## src/rtl/fnn_score_unit.sv

```systemverilog
// Scoreboard for the FNN output stream: tallies matches per sample and divides out accuracy in percent.
// Optional per-class hit counters are enabled by defining PER_CLASS_STATS_EN.
module fnn_score_unit #(
    parameter int CNT_W       = 10,
    parameter int CLASS_W     = 4,
    parameter int NUM_CLASSES = 10,
    parameter int PCT_SCALE   = 100
) (
    input  logic               clk,
    input  logic               rst,
    input  logic [CNT_W-1:0]   counter,
    input  logic [CLASS_W-1:0] pred,
    input  logic [CLASS_W-1:0] label,
    input  logic               done,
`ifdef PER_CLASS_STATS_EN
    input  logic [CLASS_W-1:0] class_sel,
    output logic [CNT_W-1:0]   class_hits,
`endif
    output logic [CNT_W-1:0]   tp_count,
    output logic [CNT_W-1:0]   total_count,
    output logic [6:0]         accuracy,
    output logic               acc_valid,
    output logic               busy,
    output logic               mismatch
);

    localparam int DW = CNT_W + 7;
    localparam int SW = $clog2(DW + 2);
    localparam logic [CNT_W-1:0] CNT_MAX = '1;

    typedef enum logic [1:0] {COLLECT, DIVIDE, DONE} state_t;

    state_t           state;
    logic [CNT_W-1:0] counter_q;
    logic             done_q;
    logic [DW-1:0]    quo;
    logic [CNT_W-1:0] rem;
    logic [SW-1:0]    step;

    logic             ev;
    logic             hit;
    logic             done_rise;
    logic [CNT_W:0]   trial;

    assign ev        = (state == COLLECT) && (counter != counter_q);
    assign hit       = (pred == label) && (int'(label) < NUM_CLASSES);
    assign done_rise = done & ~done_q;
    assign trial     = {rem, quo[DW-1]};

    // step counts DW+1 (load), DW..1 (quotient bits, MSB first), then 0 (publish)
    always_ff @(posedge clk) begin
        if (!rst) begin
            state       <= COLLECT;
            counter_q   <= counter;
            done_q      <= 1'b0;
            quo         <= '0;
            rem         <= '0;
            step        <= '0;
            tp_count    <= '0;
            total_count <= '0;
            accuracy    <= '0;
            acc_valid   <= 1'b0;
            busy        <= 1'b0;
            mismatch    <= 1'b0;
        end else begin
            counter_q <= counter;
            done_q    <= done;
            mismatch  <= 1'b0;
            case (state)
                COLLECT: begin
                    if (ev) begin
                        if (total_count != CNT_MAX)
                            total_count <= total_count + 1'b1;
                        if (hit) begin
                            if (tp_count != CNT_MAX)
                                tp_count <= tp_count + 1'b1;
                        end else begin
                            mismatch <= 1'b1;
                        end
                    end
                    if (done_rise) begin
                        state <= DIVIDE;
                        step  <= SW'(DW + 1);
                        busy  <= ev || (total_count != '0);
                    end
                end
                DIVIDE: begin
                    if (step == SW'(DW + 1)) begin
                        if (total_count == '0) begin
                            accuracy  <= '0;
                            acc_valid <= 1'b1;
                            busy      <= 1'b0;
                            state     <= DONE;
                        end else begin
                            quo  <= DW'(tp_count) * DW'(PCT_SCALE);
                            rem  <= '0;
                            step <= SW'(DW);
                        end
                    end else if (step != '0) begin
                        if (trial >= {1'b0, total_count}) begin
                            rem <= CNT_W'(trial - {1'b0, total_count});
                            quo <= {quo[DW-2:0], 1'b1};
                        end else begin
                            rem <= trial[CNT_W-1:0];
                            quo <= {quo[DW-2:0], 1'b0};
                        end
                        step <= step - 1'b1;
                    end else begin
                        accuracy  <= quo[6:0];
                        acc_valid <= 1'b1;
                        busy      <= 1'b0;
                        state     <= DONE;
                    end
                end
                default: ;
            endcase
        end
    end

`ifdef PER_CLASS_STATS_EN
    logic [CNT_W-1:0] hits [NUM_CLASSES];

    // hit is only true for in-range labels, so hits[label] never goes out of bounds
    always_ff @(posedge clk) begin
        if (!rst) begin
            for (int i = 0; i < NUM_CLASSES; i++)
                hits[i] <= '0;
            class_hits <= '0;
        end else begin
            if (ev && hit && hits[label] != CNT_MAX)
                hits[label] <= hits[label] + 1'b1;
            class_hits <= (int'(class_sel) < NUM_CLASSES) ? hits[class_sel] : '0;
        end
    end
`endif

endmodule

```

## config.mk

```make
export PLATFORM = sky130hd
export DESIGN_NAME = fnn_score_unit
export DESIGN_NICKNAME = d
export VERILOG_FILES = /design/src/rtl/fnn_score_unit.sv
export SDC_FILE = /design/constraint.sdc
export NUM_CORES = 1
export LEC_CHECK = 0
export CAP_MARGIN = 20
export CORE_ASPECT_RATIO = 1.4
export CORE_MARGIN = 1.5
export CORE_UTILIZATION = 30
export CTS_BUF_LIST = sky130_fd_sc_hd__clkbuf_16
export DETAILED_ROUTE_END_ITERATION = 7
export GPL_TIMING_DRIVEN = 0
export SLEW_MARGIN = 20
export SYNTH_ARGS = -nofsm -noshare
export SYNTH_HDL_FRONTEND = slang
export SYNTH_SLANG_ARGS = --single-unit
```

## constraint.sdc

```tcl
create_clock -name clk -period 4.24 [get_ports clk]
set_input_delay 0.636 -clock clk [delete_from_list [all_inputs] [get_ports clk]]
set_output_delay 0.636 -clock clk [all_outputs]
set_load 0.05 [all_outputs]
```

==> flow_summary.toml <==
[clock_network]
post_cts_buffers = 0
h-tree-depth = 3
path_clk_slew_ns = 0.06
cts_sinks = 75
clockBufferDepth = 2
postCtsResizedCells = 0
cts_hold_buf = 0
insertion_delay_ns = 0.34
cts_tree = "done"
cts_root_buf = "clkbuf_16"
cts_buffers = 9

[final_layout]
fillers = 1556
antenna_cells = 0
final_layout_size_suffix_gt1_share_pct = 6.408
final_common_cell = "dfxtp_1"
post-route-util_pct = 37.48
final-seq-area_um2 = 1501
multi_input_area_um2 = 2846
final_cell_mix = "dfxtp_1, nor2_1, clkdlybuf4s50_1"
nets = 664
design_area_um2 = 5617
syn2layout_area_growth_pct = 22.89

[global_route]
grtUsageTotal_pct = 14.63
grt_max_degree = 14
grt_pass1_wl_mm = 18.61
antenna_found_initial = 0
overflow = 0
grt_pass1_vias = 3981

[place]
routabilityCongestion = 0.8824
dpl.hpwl_mm = 8.660
placed_cell_area_um2 = 5301
numPortBuffers = 49

[min_path]
hold_depth = 2
hp-start = "acc_valid"
hp-class = "reg -> reg"
holdPathEnd = "acc_valid"

[critical_path]
r2r-end = "quo[15]"
worstPathRequired_ns = 4.45
cp_max_fo = 6
arrival_ns = 3.47
reg2reg_from = "tp_count[5]"
start_kind = "flip-flop"
end_kind = "flip-flop"
rr_worst_depth = 12
r2r_setup_slack_ns = 0.98
worstSetupPathType = "reg -> reg"

[yosys]
yosysSeqAreaShare_pct = 32.85
synth-seq-cells = 75
synthesis.nets = 604
synthFlopType = "dfxtp_1"
yosys.area.top_type_share_pct = 32.85
synth_edf_count = 0
postSynthCellCount = 529
yosys.area.top_type = "dfxtp_1"
synth_async_sr_flop_share_pct = 0
netlist_area_um2 = 4571
ys_types = 63
yosys_warnings = 0
synth.avg_cell_area_um2 = 8.640
synth_area_leaders = "dfxtp_1, ha_1, nor2_1, xor2_1, xnor2_1"

[floorplanning]
core_um2 = 14990
num_rows = 53
die_area_um2 = 16000
ios = 51
initial_utilization_pct = 30.50
die-width_um = 107.3
die_h_um = 149.0

[power]
p_per_area_nw_per_um2 = 445.1
finalPower_mw = 2.500
p_leak_nw = 2.326
vdd_drop_max_uv = 241.7

[timing]
report.final.setup_viol = 0
setup-tns-final_ns = 0
rsz0062_at_grt = "false"
tightestPinTransition_ns = 0.9794
hold_viol_final = 0
fin_crit_ns = 3.264
finalCritPeriodShare_pct = 76.99
final_max_slew_viol_count = 0
finClkSkew_ns = 0.01032
fmax_ghz = 0.3064
whs_ns = 0.4669
slew-limit-headroom_pct = 33.79

[routing]
vias = 3964
vias_per_cell = 5.050
totalWireLength_mm = 11.14
dr.pass1.iters = 4
initialDrtViolationCount = 144
drtAntennaViolNets = 0
drc = 0
avgRoutedWirePerCell_um = 14.19

[run]
maxCapViolCount = 0

[run_status]
status = "finished clean"
==> critical path, cell delays in order, from the launching register on <==
cell and delay [ns]:
dfxtp_1 0.47, ha_1 0.29, ha_1 0.27, inv_1 0.05, fa_1 0.50, inv_1 0.04, ha_1 0.36, nand3_1 0.11
o211ai_1 0.12, or2_2 0.33, a311oi_1 0.32, xor2_1 0.17, o21ai_0 0.09
==> routing by layer <==
metal | routed length [um] | GRT usage (%) | share of wire (%) | vias to the layer above
met5 | 0 | 0 | 0 | -
met4 | 285 | 7.067 | 2.6 | 0
met3 | 452 | 3.189 | 4.1 | 25
met2 | 5708 | 25.67 | 51 | 90
met1 | 4694 | 16.62 | 42 | 1851
li1 | - | - | - | 1998
==> how the worst max path moves through the flow <==
| stage | startpoint | endpoint | slack (ns) | depth (start not counted) |
|---|---|---|---|---|
| detailed placement | tp_count[5] | quo[15] | 0.98 | 12 |
| global placement | tp_count[5] | quo[15] | 1.02 | 12 |
| finish | tp_count[5] | quo[15] | 0.98 | 12 |
| floorplan | tp_count[5] | quo[15] | 0.91 | 12 |
| global route | tp_count[5] | quo[15] | 0.76 | 12 |
| CTS | tp_count[5] | quo[15] | 0.94 | 12 |
==> synthesized netlist by cell type (2+ instances only) <==
cell type and number:
a211o_1 4, a211oi_1 9, a21o_1 5, a21oi_1 28, a311oi_1 3, a31oi_1 7
a32oi_1 2, and2_0 2, and2_1 8, and3_1 8, and4_1 3, buf_2 7
clkbuf_1 10, dfxtp_1 75, fa_1 6, ha_1 48, inv_1 36, mux2i_1 9
nand2_1 34, nand2b_1 4, nand3_1 21, nand4_1 7, nor2_1 55, nor2b_1 6
nor3_1 14, nor4_1 7, nor4b_1 5, o211ai_1 2, o21a_1 4, o21ai_0 21
o21bai_1 2, o221ai_1 2, o31ai_1 3, or2_2 3, or3_1 7, xnor2_1 17
xor2_1 19
==> state kept, by name, summed over array words and instances (netlist names) <==
name / cells
done_q: 1
mismatch: 1
total_count: 10
tp_count: 10
accuracy: 7
rem: 10
step: 5
counter_q: 10
quo: 17
acc_valid: 1
state: 2
busy: 1
==> through the flow <==
step	cells	worst slack, ns
floorplan	529	0.9090
global placement	770	1.020
detailed placement	770	0.9781
CTS	785	0.9421
global route	785	0.7637
finish	785	0.9758
==> area by class of cell <==
| type | count | share of cell area (%) |
|---|---|---|
| multi-input cells | 399 | 50.68 |
| flip-flops and latches | 75 | 26.73 |
| repair buffers | 49 | 8.732 |
| well taps | 192 | 4.277 |
| clock buffers | 9 | 4.010 |
| inverters | 37 | 2.473 |
| clock inverters | 6 | 1.604 |
| plain buffers | 18 | 1.493 |
==> power by group <==
group          switching (mW)  total (mW)  internal (mW)
logic                   0.516       0.852          0.336
registers              0.0576       0.829          0.771
clock network           0.305       0.819          0.514
total                   0.879        2.50           1.62
==> logic make-up after synthesis <==
family | synth area share (%)
flops | 32.85
fa+ha+maj | 15.77
compound gates | 16.23
mux | 1.971
buf+inv | 4.873
xor+xnor | 6.898
simple gates | 21.41
(Power assumes the default switching activity.)
